==> src/rtl/mult_ctrl.sv <==
// Shift-add multiplier sequencer: LOAD, then TEST/[ADD]/SHIFT per multiplier bit, then a DONE pulse.
// Optional abort input is enabled by defining MULT_CTRL_ABORT_EN.
module mult_ctrl #(
  parameter int WIDTH = 8
) (
  input  logic clk,
  input  logic rst,
  input  logic start,
  input  logic q0,
`ifdef MULT_CTRL_ABORT_EN
  input  logic abort,
`endif
  output logic load_registers,
  output logic add,
  output logic shift,
  output logic busy,
  output logic done
);

  localparam int CW = $clog2(WIDTH) + 1;

  typedef enum logic [2:0] {
    S_IDLE,
    S_LOAD,
    S_TEST,
    S_ADD,
    S_SHIFT,
    S_DONE
  } state_t;

  state_t        state;
  state_t        state_nxt;
  logic [CW-1:0] cnt;
  logic [CW-1:0] cnt_nxt;

  always_comb begin
    state_nxt = state;
    cnt_nxt   = cnt;
    case (state)
      S_IDLE: begin
        cnt_nxt = '0;
        if (start) state_nxt = S_LOAD;
      end
      S_LOAD: begin
        cnt_nxt   = '0;
        state_nxt = S_TEST;
      end
      S_TEST:  state_nxt = q0 ? S_ADD : S_SHIFT;
      S_ADD:   state_nxt = S_SHIFT;
      S_SHIFT: begin
        cnt_nxt   = cnt + CW'(1);
        state_nxt = (cnt == CW'(WIDTH - 1)) ? S_DONE : S_TEST;
      end
      S_DONE: begin
        cnt_nxt   = '0;
        state_nxt = S_IDLE;
      end
      default: begin
        cnt_nxt   = '0;
        state_nxt = S_IDLE;
      end
    endcase
`ifdef MULT_CTRL_ABORT_EN
    // Abort is honoured only mid-operation; DONE always completes its pulse.
    if (abort && state != S_IDLE && state != S_DONE) begin
      cnt_nxt   = '0;
      state_nxt = S_IDLE;
    end
`endif
  end

  // Outputs are decoded from the next state so they flop alongside it.
  always_ff @(posedge clk or posedge rst) begin
    if (rst) begin
      state          <= S_IDLE;
      cnt            <= '0;
      load_registers <= 1'b0;
      add            <= 1'b0;
      shift          <= 1'b0;
      busy           <= 1'b0;
      done           <= 1'b0;
    end else begin
      state          <= state_nxt;
      cnt            <= cnt_nxt;
      load_registers <= (state_nxt == S_LOAD);
      add            <= (state_nxt == S_ADD);
      shift          <= (state_nxt == S_SHIFT);
      busy           <= (state_nxt != S_IDLE);
      done           <= (state_nxt == S_DONE);
    end
  end

endmodule

==> config.mk <==
export PLATFORM = sky130hd
export DESIGN_NAME = mult_ctrl
export DESIGN_NICKNAME = d
export VERILOG_FILES = /design/src/rtl/mult_ctrl.sv
export SDC_FILE = /design/constraint.sdc
export NUM_CORES = 1
export LEC_CHECK = 0
export BUFFER_PORTS_ARGS = -buffer_cell sky130_fd_sc_hd__buf_2
export CELL_PAD_IN_SITES_DETAIL_PLACEMENT = 1
export CELL_PAD_IN_SITES_GLOBAL_PLACEMENT = 1
export CORE_AREA = 8 8 45 47
export CTS_CLUSTER_SIZE = 16
export DETAILED_ROUTE_END_ITERATION = 10
export DIE_AREA = 0 0 53 55
export GPL_TIMING_DRIVEN = 0
export PLACE_DENSITY_LB_ADDON = 0.05
export SYNTH_ARGS = -nofsm -noshare
export SYNTH_HDL_FRONTEND = slang
export SYNTH_SLANG_ARGS = --single-unit
export TNS_END_PERCENT = 30
==> constraint.sdc <==
create_clock -name clk -period 2.7 [get_ports clk]
set_input_delay 0.405 -clock clk [delete_from_list [all_inputs] [get_ports clk]]
set_output_delay 0.405 -clock clk [all_outputs]
set_load 0.02 [all_outputs]
==> reports/metrics.csv, run 1 <==
stage,metric,value,unit
global_route,grt_use_total,8.34,%
floorplanning,die_x,53,um
finish,fillers,166,
clock_network,htreeDepth,1,
global_route,antenna_found_initial,0,
timing,period_minus_slack,1200,ps
route,top_layer_used,met4,
critical_path,cp_max_fo,4,
floorplanning,io_pins,9,
finish,syn2layout_area_growth,16.2,%
critical_path,crit_path_start_kind,flop,
critical_path,path_cells,ha_1 -> nand3b_1 -> nor3b_1 -> o21a_1,
floorplanning,initial_core_util,36.8,%
finish,drive_gt1_share,26.8,%
floorplanning,die_h,55,um
power,ir_drop,0.000392,V
timing,fmax,835,MHz
yosys,ys_ff_latch,12,
critical_path,cp_slowest_cell,dfrtp_1,
route,drtIter0Drc,6,
route,wl_met3,67,um
placement,dpl.hpwl,794,um
timing,finClkSkew,1.40,ps
global_route,gr-total-overflow,0,
yosys,synth_area,509,sq um
route,vias,361,
clock_network,clock_latency,260,ps
floorplanning,dieArea,2920,sq um
yosys,synth-async-reset-ratio,100,%
critical_path,cp-end-kind,flop,
floorplanning,coreArea,1380,sq um
route,wl_met1,420,um
clock_network,cts_root_buf,clkbuf_4,
global_route,first_global_vias,411,
critical_path,reg2regPathDepth,4,
power,powerDensity,948,nW/um^2
worst_hold_path,min_path_type,in2async,
finish,fin_cells,72,
clock_network,cts_post_setup_buffers_inserted,0,
finish,stdcell_area,592,sq um
route,wirelength,1.02,mm
timing,rsz0062_at_grt,no,
clock_network,cts_made_buffers,3,
timing,period_share,44.3,%
yosys,synth_top_area_cell,dfrtp_1,
yosys,ys_seq_area_share,59.0,%
clock_network,cts_hold_buf,0,
yosys,yosys-top-cells-count,"dfrtp_1, nand2_1, nor2_1, o21ai_0",
clock_network,path_clk_slew,70,ps
clock_network,cts_tree,yes,
critical_path,reg2reg_to,state[0]$_DFF_PP0_,
yosys,ys_types,24,
critical_path,critPathKind,reg2reg,
placement,dp_worst_setup_slack,1520,ps
global_route,grt_first_pass_wirelength,1.75,mm
critical_path,critPathTopFamily,simple AND/OR/NAND/NOR gates,
critical_path,ff2ff_setup_slack,1500,ps
flow_run,drv_cap,0,
timing,setup_viol,0,
clock_network,cts_max_path_buffers,2,
yosys,synth_cells,45,
clock_network,cts_sinks,12,
yosys,synth-edff-count,0,
placement,place.gp.congestion,0.699,
critical_path,reg2reg_from,cnt[0]$_DFFE_PP0N_,
route,avgRoutedWirePerCell,14.1,um
timing,finalMaxSlewViolations,0,
timing,tns,0,ps
critical_path,crit_buf_inv,0,
route,vias_per_cell,5.01,
critical_path,max_stage_delay,390,ps
route,route.detailed.drc,0,
yosys,yosys_warnings,0,
placement,dpl-instance-area,569,sq um
yosys,synth.most_common_cell,dfrtp_1,
global_route,grt_max_degree,13,
timing,worstMarginPinSlew,449,ps
yosys,syn_nets,50,
finish,n_antenna_cell,0,
critical_path,critPathArrivalTime,1400,ps
yosys,post_synth.cell_area_avg,11.3,sq um
timing,finalWorstSetupSlack,1500,ps
yosys,synthFlopType,dfrtp_1,
finish,final_nets,63,
timing,hold_viol_final,0,
route,met2_length,518,um
run_status,outcome,"finished, final reports clean",
power,leakage,0.283,nW
placement,dp_cells,69,
placement,port_buffers,8,
critical_path,cp_data_required_time,2900,ps
route,firstDrtPassIters,4,
floorplanning,row_count,14,
timing,relSlewSlack,70.1,%
clock_network,ctsResizeCount,0,
route,ant_nets,0,
yosys,synth_top_area_share,59.0,%
yosys,synth_area_leaders,"dfrtp_1, nand2_1, o21ai_0",
worst max path at each step:
stage / start / end / slack [ps] / cells past startpoint
finish: cnt[0]$_DFFE_PP0N_ / state[0]$_DFF_PP0_ / 1500 / 4
global route: cnt[0]$_DFFE_PP0N_ / state[0]$_DFF_PP0_ / 1380 / 4
CTS: state[1]$_DFF_PP0_ / cnt[3]$_DFFE_PP0N_ / 1490 / 3
detailed placement: state[1]$_DFF_PP0_ / cnt[3]$_DFFE_PP0N_ / 1520 / 3
global placement: cnt[0]$_DFFE_PP0N_ / state[0]$_DFF_PP0_ / 1560 / 4
floorplan: cnt[0]$_DFFE_PP0N_ / state[0]$_DFF_PP0_ / 1640 / 4
cells by family after synthesis:
group           Yosys count  share of synthesized area [%]
compound gates            9                           12.0
xor+xnor                  2                           3.44
fa+ha+maj                 1                           2.46
buf+inv                   3                           2.46
flops                    12                           59.0
mux                       2                           4.18
simple gates             16                           16.5
worst reg2reg max path, stage by stage (launching register included):
cell	delay, ps
dfrtp_1	390
ha_1	210
nand3b_1	180
nor3b_1	220
o21a_1	130
where the power goes:
part	switching, W	internal, W	leakage (nW)
Sequential	0.0000322	0.000228	0.159
Combinational	0.000117	0.0000788	0.111
Clock	0.0000536	0.0000515	0.0138
Total	0.000203	0.000358	0.283
cells in the final DEF (no fill, tap or decap):
cell type / Yosys / routed
dfrtp_1: 12 / 12
buf_2: 1 / 9
nand2_1: 5 / 5
nor2_1: 3 / 3
o21ai_0: 3 / 3
clkbuf_4: 0 / 3
inv_1: 2 / 2
nand3_1: 2 / 2
nand3b_1: 1 / 1
and2b_2: 1 / 1
a21boi_2: 1 / 1
o21bai_1: 1 / 1
mux2_2: 1 / 1
o21ai_1: 1 / 1
nand2b_1: 1 / 1
a21oi_1: 1 / 1
nor3b_1: 1 / 1
o21a_1: 1 / 1
nor4b_1: 1 / 1
nor3_1: 1 / 1
mux2i_1: 1 / 1
xor2_1: 1 / 1
a32o_1: 1 / 1
xnor2_1: 1 / 1
ha_1: 1 / 1
stage by stage:
stage                     utilization [%]  power [W]  hold slack (ps)
after floorplan                         -   0.000404              270
after global placement               41.1   0.000453              416
after detailed placement             41.1   0.000465              435
after CTS                            42.8   0.000573              147
after global routing                 42.8   0.000603              184
final                                42.8   0.000561              135
flip-flops by register name, summed over array words and instances, names as in the netlist:
signal,flops
cnt,4
load_registers,1
state,3
shift,1
done,1
add,1
busy,1
routing by layer:
metal,track usage (%),vias to the layer above
li1,-,176
met1,7.84,174
met2,15.2,9
met3,3.74,2
met4,3.88,0
met5,0,-
area by class of cell:
class / instances / area [sq um] / share of cell area [%]
Multi-Input combinational cell: 30 / 196 / 33.2
Clock buffer: 3 / 22.5 / 3.81
Tap cell: 16 / 20.0 / 3.38
Timing Repair Buffer: 8 / 40.0 / 6.77
Inverter: 2 / 7.51 / 1.27
Buffer: 1 / 5.00 / 0.846
Sequential cell: 12 / 300 / 50.7
Power figures use the tool's default switching activity.
==> inputs of run 2 (changes only) <==
Settings changed: CORE_AREA 8 8 45 47 to default, CORE_MARGIN from default to 8, CORE_UTILIZATION from default to 39, DIE_AREA 0 0 53 55 to default.
Clock period 2.7 ns to 1.2 ns, I/O delays scaled along.
==> run 2 against run 1 <==
  * Maximum frequency up 1.8%
  * Total power rose to 2.5 times the previous value
  * Non-clock buffer count grew 5
  * Sequential power grew 130%
  * Flip-flop and latch count stayed put
  * First-iteration DRC count unchanged
  * Clock skew up 1.4 ps
  * Cell area increased by 11%
  * Critical endpoint is now state[2]$_DFF_PP0_
  * Highest routed layer unchanged
==> reports/metrics.csv, run 2 (synthesized netlist as in run 1, its figures left out) <==
stage,metric,value,unit,change
critical_path,ff2ff_setup_slack,20,ps,was 1500 ps
route,wirelength,1.21,mm,was 1.02 mm
placement,place.gp.congestion,0.697,,was 0.699
finish,mostFrequentLayoutCells,"dfrtp_1, buf_2, nand2_1",,unchanged
timing,fin_hold_ws,107,ps,was 135 ps
finish,largest_register,cnt,,unchanged
power,power.internal,0.000909,W,was 0.000358 W
worst_hold_path,hold_depth,2,,
critical_path,cp_data_required_time,1390,ps,was 2900 ps
route,avgRoutedWirePerCell,15.7,um,was 14.1 um
critical_path,cp-end-kind,flop,,unchanged
clock_network,clock_latency,260,ps,about the same
timing,fmax,850,MHz,was 835 MHz
critical_path,critPathKind,reg2reg,,unchanged
finish,final_common_cell,dfrtp_1,,unchanged
floorplanning,io_pins,9,,unchanged
clock_network,path_clk_slew,70,ps,about the same
power,switching_power,0.000500,W,was 0.000203 W
global_route,gr-total-overflow,0,,unchanged
placement,dpl.hpwl,816,um,was 794 um
clock_network,cts_tree,yes,,unchanged
placement,dp_worst_setup_slack,-8.27,ps,was 1520 ps
route,vias,396,,was 361
timing,period_share,98.0,%,was 44.3%
power,power_frac_seq,42.2,%,was 46.4%
critical_path,critPathArrivalTime,1360,ps,was 1400 ps
clock_network,cts_sinks,12,,unchanged
placement,port_buffers,8,,unchanged
finish,largest_reg_flops,4,,unchanged
timing,setup_viol,0,,unchanged
power,switching_share,35.5,%,was 36.1%
finish,final_util,52.2,%,was 42.8%
floorplanning,dieArea,2720,sq um,was 2920 sq um
timing,period_minus_slack,1180,ps,was 1200 ps
power,powerDensity,2150,nW/um^2,was 948 nW/um^2
critical_path,crit_path_start_kind,flop,,unchanged
route,vias_per_cell,5.14,,was 5.01
timing,rsz0062_at_grt,yes,,was no
route,drtIter0Drc,6,,unchanged
critical_path,cp_max_fo,4,,unchanged
finish,final_nets,68,,was 63
timing,finClkSkew,2.84,ps,was 1.40 ps
timing,hold_viol_final,0,,unchanged
worst_hold_path,min_to,shift$_DFF_PP0_,,
finish,drive_gt1_share,37.1,%,was 26.8%
clock_network,cts_made_buffers,3,,unchanged
route,firstDrtPassIters,2,,was 4
global_route,grt_max_degree,13,,unchanged
timing,relSlewSlack,70.6,%,was 70.1%
route,ant_nets,0,,unchanged
critical_path,reg2reg_from,cnt[1]$_DFFE_PP0N_,,was cnt[0]$_DFFE_PP0N_
clock_network,htreeDepth,1,,unchanged
timing,finalWorstSetupSlack,23.7,ps,was 1500 ps
power,combPwrFrac,35.9,%,was 34.9%
timing,worstMarginPinSlew,441,ps,was 449 ps
floorplanning,die_h,52.1,um,was 55 um
floorplanning,coreArea,1250,sq um,was 1380 sq um
clock_network,cts_max_path_buffers,2,,unchanged
finish,syn2layout_area_growth,28.5,%,was 16.2%
global_route,grt_first_pass_wirelength,1.66,mm,was 1.75 mm
global_route,grt_use_total,8.10,%,was 8.34%
floorplanning,die_x,52.1,um,was 53 um
clock_network,cts_root_buf,clkbuf_4,,unchanged
finish,top_regs,"cnt (4), state (3)",,unchanged
global_route,antenna_found_initial,0,,unchanged
critical_path,reg2regPathDepth,4,,unchanged
power,power.share.clock,21.9,%,was 18.7%
finish,n_antenna_cell,0,,unchanged
critical_path,reg2reg_to,state[2]$_DFF_PP0_,,was state[0]$_DFF_PP0_
worst_hold_path,min-delay-start,q0,,
route,route.detailed.drc,0,,unchanged
worst_hold_path,min_path_type,in2reg,,was in2async
power,ir_drop,0.000795,V,was 0.000392 V
floorplanning,initial_core_util,40.7,%,was 36.8%
run_status,outcome,"finished, final reports clean",,unchanged
power,leakage,0.313,nW,was 0.283 nW
flow_run,drv_cap,0,,unchanged
floorplanning,row_count,13,,was 14
timing,finalMaxSlewViolations,0,,unchanged
global_route,first_global_vias,405,,was 411
## run 2: power by group through the flow
stage	Combinational [W]	Sequential, W	Clock (W)
after floorplan	0.000263	0.000645	0
after global placement	0.000429	0.000583	0
after detailed placement	0.000448	0.000593	0
after CTS	0.000458	0.000591	0.000319
after global routing	0.000560	0.000605	0.000340
final	0.000506	0.000594	0.000308
## run 2: worst max-delay path by stage
stage / from / endpoint / slack, ps
floorplan: cnt[0]$_DFFE_PP0N_ / state[0]$_DFF_PP0_ / 140
global placement: cnt[0]$_DFFE_PP0N_ / state[0]$_DFF_PP0_ / 60
detailed placement: state[1]$_DFF_PP0_ / cnt[3]$_DFFE_PP0N_ / -8
CTS: cnt[0]$_DFFE_PP0N_ / state[0]$_DFF_PP0_ / -9
global route: cnt[1]$_DFFE_PP0N_ / state[2]$_DFF_PP0_ / -60
finish: cnt[1]$_DFFE_PP0N_ / state[2]$_DFF_PP0_ / 20
## run 2: layout make-up
cell class	instances	area, sq um
Multi-Input combinational cell	30	206
Fill cell	149	598
Inverter	2	7.51
Clock buffer	4	36.3
Timing Repair Buffer	13	80.1
Buffer	1	5.00
Tap cell	15	18.8
Sequential cell	12	300
## run 2: per-stage QoR
stage / power (W) / setup TNS [ps] / std cells / area [sq um]
after floorplan: 0.000908 / 0 / 45 / 509
after global placement: 0.00101 / 0 / 68 / 568
after detailed placement: 0.00104 / -8.27 / 68 / 568
after CTS: 0.00137 / -9.28 / 73 / 617
after global routing: 0.00150 / -114 / 77 / 654
final: 0.00141 / 0 / 77 / 654
## run 2: routing by layer
| metal | wire (um) | GRT usage, % | vias to the layer above |
|---|---|---|---|
| li1 | - | - | 187 |
| met1 | 469 | 7.86 | 196 |
| met2 | 621 | 13.4 | 9 |
| met3 | 101 | 3.99 | 4 |
| met4 | 16 | 5.17 | 0 |
| met5 | 0 | 0 | - |
## run 2: what timing repair did
| item | 4_1_cts | 5_1_grt |
|---|---|---|
| endpoints found under the hold margin | 12 | 0 |
| pin swaps | 0 | 2 |
| resized for setup | 1 | 2 |
| setup buffers | 0 | 4 |
| hold buffers | 1 | 0 |
| endpoints found under the setup margin | 3 | 1 |
| gates cloned | 0 | 0 |
## run 2: critical path, cell delays in order, from the launching register on
cell and delay, ps:
dfrtp_1 410, ha_2 210, nand3b_1 180, buf_4 190, o21bai_1 120
